## config.mk

```make
export PLATFORM = sky130hd
export DESIGN_NAME = mips_muldiv
export DESIGN_NICKNAME = d
export VERILOG_FILES = /design/src/rtl/mips_muldiv.sv
export SDC_FILE = /design/constraint.sdc
export NUM_CORES = 1
export LEC_CHECK = 0
export BUFFER_PORTS_ARGS = -buffer_cell sky130_fd_sc_hd__buf_2
export CORE_ASPECT_RATIO = 1.1
export CORE_MARGIN = 2
export CORE_UTILIZATION = 55
export DETAILED_ROUTE_END_ITERATION = 8
export GPL_TIMING_DRIVEN = 0
export HOLD_SLACK_MARGIN = 0.02
export PLACE_DENSITY_LB_ADDON = 0.15
export SYNTH_ARGS = -nofsm -noshare
export SYNTH_HDL_FRONTEND = slang
export SYNTH_SLANG_ARGS = --single-unit
```

## constraint.sdc

```tcl
create_clock -name clk -period 7.56 [get_ports clk]
set_input_delay 0.756 -clock clk [delete_from_list [all_inputs] [get_ports clk]]
set_output_delay 0.756 -clock clk [all_outputs]
set_load 0.02 [all_outputs]
```

## src/rtl/mips_muldiv.sv

```systemverilog
// Radix-2 iterative multiply/divide unit owning HI/LO for the MIPS EX stage.
// Optional build macro MDU_EARLY_OUT_EN lets multiplies finish once the remaining multiplier bits are zero.
module mips_muldiv #(
  parameter int unsigned WIDTH = 32,
  parameter int unsigned CNT_W = 6
) (
  input  logic             clk,
  input  logic             rst,
  input  logic             start,
  input  logic [1:0]       op,
  input  logic [WIDTH-1:0] a,
  input  logic [WIDTH-1:0] b,
  input  logic             hi_we,
  input  logic             lo_we,
  input  logic [WIDTH-1:0] wdata,
  output logic             busy,
  output logic             done,
  output logic [WIDTH-1:0] hi,
  output logic [WIDTH-1:0] lo
);

  localparam logic [1:0] S_IDLE = 2'd0;
  localparam logic [1:0] S_CALC = 2'd1;
  localparam logic [1:0] S_FIX  = 2'd2;

  logic [1:0]         state_q, state_d;
  logic               is_div_q, is_div_d;
  logic               neg_quot_q, neg_quot_d;
  logic               neg_rem_q, neg_rem_d;
  logic               dz_q, dz_d;
  logic [CNT_W-1:0]   cnt_q, cnt_d;
  logic [WIDTH-1:0]   dvs_q, dvs_d;
  logic [WIDTH-1:0]   acc_q, acc_d;
  logic [WIDTH-1:0]   mq_q, mq_d;
  logic [WIDTH-1:0]   hi_q, hi_d;
  logic [WIDTH-1:0]   lo_q, lo_d;
  logic               done_q, done_d;
  logic               busy_q, busy_d;

  logic               sgn;
  logic [WIDTH-1:0]   abs_a, abs_b;
  logic [WIDTH:0]     mul_sum;
  logic [WIDTH:0]     rem_sh;
  logic               div_ok;
  logic [2*WIDTH-1:0] prod_al, prod_fix;
  logic               early;
`ifdef MDU_EARLY_OUT_EN
  logic [WIDTH-1:0]   rem_mask;
  logic [CNT_W:0]     sh_amt;
`endif

  // Shared datapath: operand magnitudes, one shift-add step, one restoring-divide step.
  always_comb begin
    sgn     = op[0];
    abs_a   = (sgn && a[WIDTH-1]) ? WIDTH'(-a) : a;
    abs_b   = (sgn && b[WIDTH-1]) ? WIDTH'(-b) : b;
    mul_sum = {1'b0, acc_q} + (mq_q[0] ? {1'b0, dvs_q} : (WIDTH+1)'(0));
    rem_sh  = {acc_q, mq_q[WIDTH-1]};
    div_ok  = (rem_sh >= {1'b0, dvs_q});
`ifdef MDU_EARLY_OUT_EN
    // Unprocessed multiplier bits sit in the low WIDTH-cnt positions of mq.
    rem_mask = {WIDTH{1'b1}} >> cnt_q;
    early    = !is_div_q && ((mq_q & rem_mask) == '0);
    sh_amt   = (CNT_W+1)'(WIDTH) - (CNT_W+1)'(cnt_q);
    prod_al  = {acc_q, mq_q} >> sh_amt;
`else
    early    = 1'b0;
    prod_al  = {acc_q, mq_q};
`endif
    prod_fix = neg_quot_q ? (2*WIDTH)'(-prod_al) : prod_al;
  end

  // Next-state and register updates.
  always_comb begin
    state_d    = state_q;
    is_div_d   = is_div_q;
    neg_quot_d = neg_quot_q;
    neg_rem_d  = neg_rem_q;
    dz_d       = dz_q;
    cnt_d      = cnt_q;
    dvs_d      = dvs_q;
    acc_d      = acc_q;
    mq_d       = mq_q;
    hi_d       = hi_q;
    lo_d       = lo_q;
    done_d     = 1'b0;

    case (state_q)
      S_IDLE: begin
        if (hi_we) hi_d = wdata;
        if (lo_we) lo_d = wdata;
        if (start) begin
          state_d    = S_CALC;
          is_div_d   = op[1];
          neg_quot_d = sgn && (a[WIDTH-1] ^ b[WIDTH-1]);
          neg_rem_d  = sgn && a[WIDTH-1];
          dz_d       = op[1] && (b == '0);
          dvs_d      = op[1] ? abs_b : abs_a;
          mq_d       = op[1] ? abs_a : abs_b;
          acc_d      = '0;
          cnt_d      = '0;
        end
      end
      S_CALC: begin
        if (early) begin
          state_d = S_FIX;
        end else begin
          if (!is_div_q) begin
            acc_d = mul_sum[WIDTH:1];
            mq_d  = {mul_sum[0], mq_q[WIDTH-1:1]};
          end else if (div_ok) begin
            acc_d = WIDTH'(rem_sh - {1'b0, dvs_q});
            mq_d  = {mq_q[WIDTH-2:0], 1'b1};
          end else begin
            acc_d = rem_sh[WIDTH-1:0];
            mq_d  = {mq_q[WIDTH-2:0], 1'b0};
          end
          cnt_d = cnt_q + 1'b1;
          if (cnt_q == CNT_W'(WIDTH-1)) state_d = S_FIX;
        end
      end
      S_FIX: begin
        state_d = S_IDLE;
        done_d  = 1'b1;
        if (!is_div_q) begin
          {hi_d, lo_d} = prod_fix;
        end else begin
          // With a zero divisor the remainder holds |a|, so the sign fix restores raw a.
          hi_d = neg_rem_q ? WIDTH'(-acc_q) : acc_q;
          lo_d = dz_q ? {WIDTH{1'b1}} : (neg_quot_q ? WIDTH'(-mq_q) : mq_q);
        end
      end
      default: state_d = S_IDLE;
    endcase

    busy_d = (state_d != S_IDLE);
  end

  always_ff @(posedge clk) begin
    if (rst) begin
      state_q    <= S_IDLE;
      is_div_q   <= 1'b0;
      neg_quot_q <= 1'b0;
      neg_rem_q  <= 1'b0;
      dz_q       <= 1'b0;
      cnt_q      <= '0;
      dvs_q      <= '0;
      acc_q      <= '0;
      mq_q       <= '0;
      hi_q       <= '0;
      lo_q       <= '0;
      done_q     <= 1'b0;
      busy_q     <= 1'b0;
    end else begin
      state_q    <= state_d;
      is_div_q   <= is_div_d;
      neg_quot_q <= neg_quot_d;
      neg_rem_q  <= neg_rem_d;
      dz_q       <= dz_d;
      cnt_q      <= cnt_d;
      dvs_q      <= dvs_d;
      acc_q      <= acc_d;
      mq_q       <= mq_d;
      hi_q       <= hi_d;
      lo_q       <= lo_d;
      done_q     <= done_d;
      busy_q     <= busy_d;
    end
  end

  assign busy = busy_q;
  assign done = done_q;
  assign hi   = hi_q;
  assign lo   = lo_q;

endmodule
```

### After elaboration in Yosys (flattened, before gate mapping)

Index checks and enable logic that the tools add are counted.

| cells by class | value |
|---|---|
| $add $sub $neg | 8 |
| order comparisons | 1 |
| equality and inequality tests | 6 |
| mux-type cells | 29 |
| bitwise operators | 1 |
| reductions and logical operators | 13 |

Operators with widths:

| cell | count |
|---|---|
| $mux 32 | 17 |
| $pmux 32 s2 | 4 |
| $neg 32->32 | 4 |
| $mux 64 | 1 |
| $neg 64->64 | 1 |
| $add 32x32->33 | 1 |
| $ge 33x32->1 | 1 |
| $logic_not 32->1 | 1 |
| $sub 32x32->32 | 1 |
| $pmux 6 s2 | 1 |
| $reduce_and 2->1 | 4 |
| $add 6x1->6 const B | 1 |
| $eq 6x5->1 const B | 1 |
| $mux 6 | 1 |
| $ne 2x2->1 const B | 3 |
| $reduce_bool 2->1 | 3 |
| $logic_and 1x1->1 | 4 |
| $mux 2 | 2 |
| $pmux 2 s2 | 1 |
| $eq 2x1->1 const B | 1 |
| $eq 2x2->1 const B | 1 |
| $logic_not 2->1 | 1 |
| $mux 1 | 2 |
| $xor 1x1->1 | 1 |

| word-level totals | value |
|---|---|
| register bits after elaboration | 174 |
| output and inout port bits | 66 |
| logic and storage cells | 71 |

### Longest topological paths before layout

| logic depth | value |
|---|---|
| depth in word-level cells | 5 |
| gate-level depth with buffers | 15 |

### Worst setup path after synthesis

OpenSTA, ideal clock, no wires.

| timing | value |
|---|---|
| kind | reg2reg |
| from | register mq_q[0] |
| to | register acc_q[31] |
| setup time | 0.117 ns |
| arrival time | 2.971 ns |
| data required time | 7.443 ns |
| path slack | 4.472 ns |
| cell stages (with the launch flop) | 14 |
| path buffers | 1 |
| clock period less this slack | 3.088 ns |
| path through | dfxtp_1 > inv_1 > buf_1 > nor2_1 > ha_1 > and2_1 > and3_1 > a221oi_1 > nor2_1 > a21oi_1 > o21ai_0 > a41o_1 > a211o_1 > a32o_1 |

| on the way | value |
|---|---|
| word-level cells in the longest chain between the ends | 4 |

RTL lines:

| item | RTL line | text |
|---|---|---|
| start, declared | 34 | `logic [WIDTH-1:0] mq_q, mq_d;` |
| start signal, assigned | 163 | `mq_q <= mq_d;` |
| $mux 32 | 57 | `mul_sum = {1'b0, acc_q} + (mq_q[0] ? {1'b0, dvs_q} : (WIDTH+1)'(0));` |
| $add 32x32->33 | 57 |  |
| $mux 32 | 108 | `if (!is_div_q) begin` |
| $pmux 32 s2 | 88 | `case (state_q)` |
| end signal, assigned | 148 | `acc_q <= '0;` |
| end signal, assigned | 162 | `acc_q <= acc_d;` |
| end, declared | 33 | `logic [WIDTH-1:0] acc_q, acc_d;` |

No other way between the ends.
A chain may end at the register's enable or synchronous reset.

### Final worst setup path

Same ends and word-level chain as after synthesis.

==> results.md <==
* Status: finished, final reports clean
* Fin crit period at 4.40 ns
* Final TNS setup at 0 ns
* Ports at 169
* Syn-to-layout area delta at 12.7%
* Crit path arrival time at 4.75 ns
* Global-route wire length before repair at 87.2 mm
* Final count of hold timing violations at 0
* Final Cycle Share at 0.583
* Worst Max-Slew Pin Slew at 0.993 ns
* Starting Density at 0.558
* Crit path max fanout at 10
* Drt drc at 0
* Max Cap Violations at 0
* Setup-failing EPs final at 0
* Fin area at 0.0164 mm2
* Clk_skew at 0.0175 ns
* Initial antenna violation count at 0
* Startpoint types: flop
* IO Port Bufs at 168
* Avg WL per Cell at 22.7 um
* Via density at 6.47
* Post-synthesis register bit count at 174
* Hold depth at 2
* Root Driver: clkbuf_16
* CP Class: flop to flop
* Leakage power at 6.93 nW
* Synth top area share at 0.240
* Vias after detailed routing at 16.4k
* Post-Synthesis Cells at 1,986
* Full die area at 0.0277 mm2
* Overall routing resource usage at 0.405
* Syn nets at 2,160
* RSZ-0062 raised after global routing: false
* Setup repair bufs after CTS at 0
* Row count at 62
* CTS tree: yes
* Multi-input gate area at 0.0103 mm2
* Vias in the first global route at 15.2k
* EDFF count, synth at 0
* Peak VDD IR at 0.000125 V
* Final Max Tran Viols at 0
* Count leader, synth: nor2_1
* Sequential Area at 0.00348 mm2
* Cell area after placement at 0.0158 mm2
* Synthesized cell area at 0.0145 mm2
* Post-synth top area cell: dfxtp_1
* Largest net degree at the start of global routing at 18
* R2R depth at 13
* DRT iter0 DRCs at 1,809
* Final Wtd Congestion at 1.09
* Peak Freq at 0.227 GHz
* ANT cells at 0
* Pwr dens at 171 mW/mm2
* Post-CTS resize count at 0
* Clock H-tree levels at 4
* Most common library cells after synthesis: 229 x nor2_1, 204 x a21oi_1, 191 x nand2_1
* Worst EP required at 7.91 ns
* Unique masters post-synth at 75
* Antenna violation net count after detailed routing at 0
* DR pass1 iterations at 6
* Final Routed Wirelength at 57.6 mm
* Ys async rst share at 0
* Share of cells above drive strength 1 at 0.113
* Synth Flop Type: dfxtp_1
* Clock tree sinks at 174
* Relative slew slack at 0.338
* Worst skew pair latency at 0.45 ns
* Fill count at 2,483
* CP Capture Type: flop
* Hold WS at 0.456 ns
* Min-Delay Path Class: flop to flop
* Hold_buf cts at 0
* Die Y at 174 um
* Synthesized area per cell at 7.32 um2
* Ranking of synthesized cells by area: dfxtp_1 24%, a21oi_1 7.0%, ha_1 5.9%
* Clock slew at reported path FFs at 0.08 ns
* Warnings from Yosys at 0
* Die W at 159 um
* Max clock buf depth at 2
* Core area at 0.0261 mm2
* Dpl hpwl at 46.3 mm
* Num CTS Buffers at 17
* Post-synthesis sequential area ratio at 0.240
* Congestion Overflow GR at 0
* Post-layout net count at 2,348
==> routing by layer <==
metal | share of wire | vias up | GRT usage
met5 | 0 | - | 0
met4 | 0.067 | 0 | 0.243
met3 | 0.092 | 212 | 0.0673
met2 | 0.44 | 927 | 0.645
met1 | 0.40 | 7666 | 0.516
li1 | - | 7616 | -
==> sequential cells by signal, indices dropped and copies added, names as in the netlist <==
| signal | count |
|---|---|
| hi | 32 |
| acc_q | 32 |
| cnt_q | 6 |
| dz_q | 1 |
| dvs_q | 32 |
| neg_quot_q | 1 |
| lo | 32 |
| is_div_q | 1 |
| done | 1 |
| mq_q | 32 |
| state_q | 2 |
| busy | 1 |
| neg_rem_q | 1 |
==> where the power goes <==
group | leakage (nW) | switching [mW] | internal [mW] | total (mW)
clock network | 0.266 | 0.434 | 0.436 | 0.869
registers | 1.43 | 0.0608 | 0.974 | 1.03
logic | 5.23 | 0.579 | 0.324 | 0.903
==> per-stage QoR <==
step / util / instances / power [mW] / setup WS (ns)
after detailed placement: 0.607 / 2506 / 1.93 / 3.35
after floorplan: - / 1986 / 1.63 / 4.47
after global routing: 0.628 / 2539 / 2.90 / 3.02
after global placement: 0.607 / 2506 / 1.91 / 3.36
final: 0.628 / 2539 / 2.81 / 3.16
after CTS: 0.628 / 2538 / 2.78 / 3.33
==> path summary, 6_finish.rpt <==
path	from	end	slack (ns)
max	mq_q[0]	acc_q[31]	3.16
min	lo[17]	lo[17]	0.46
max reg2reg	mq_q[0]	acc_q[31]	3.16
min reg2reg	lo[17]	lo[17]	0.46
==> cell type report <==
type	count	area share
Multi-Input combinational cell	1608	0.627
Sequential cell	174	0.213
Timing Repair Buffer	169	0.0516
Buffer	139	0.0332
Tap cell	352	0.0269
Clock buffer	19	0.0264
Inverter	65	0.0149
Clock inverter	13	0.00772
==> cells by family (layout without fill, tap and decap cells) <==
group / Yosys count / in the layout / share of synthesized area
AOI/OAI and AO/OA: 679 / 679 / 0.301
xor gates and xnor gates: 165 / 165 / 0.0994
adders and majority gates: 71 / 71 / 0.0622
buffers and inverters: 204 / 405 / 0.0542
DFF: 174 / 174 / 0.240
muxes: 61 / 61 / 0.0431
and+or+nand+nor: 632 / 632 / 0.200
==> critical path: stages (launching register included) <==
cell and delay (ns):
dfxtp_1 0.41, inv_1 0.36, clkbuf_1 0.45, nor2_1 0.11, ha_1 0.35, o21ai_0 0.18, a21oi_1 0.13, o21bai_1 0.43
o21ai_0 0.21, a21oi_1 0.52, o21ai_0 0.29, a41o_1 0.33, a211o_1 0.30, a32o_1 0.24
==> cells in the final DEF (no fill, tap or decap), types with 12 or more instances in the layout <==
| cell | count |
|---|---|
| nor2b_1 | 12 |
| o22ai_1 | 14 |
| o31ai_1 | 14 |
| clkbuf_1 | 115 |
| inv_1 | 65 |
| o21a_1 | 12 |
| o21ai_0 | 134 |
| mux2_2 | 12 |
| a21oi_1 | 204 |
| and2_1 | 14 |
| ha_1 | 69 |
| nor2_1 | 229 |
| a21o_1 | 33 |
| and3_1 | 17 |
| buf_2 | 180 |
| nor3_1 | 45 |
| a22oi_1 | 20 |
| dfxtp_1 | 174 |
| nand2b_1 | 21 |
| xor2_1 | 70 |
| xnor2_1 | 95 |
| a211oi_1 | 66 |
| o221ai_1 | 26 |
| clkbuf_16 | 17 |
| a31oi_1 | 26 |
| nor4_1 | 14 |
| nand2_1 | 191 |
| nand3_1 | 24 |
| o211ai_1 | 33 |
| mux2i_1 | 49 |
| buf_1 | 13 |
| nand4_1 | 15 |
No activity file was read; power rests on OpenSTA's default activity.
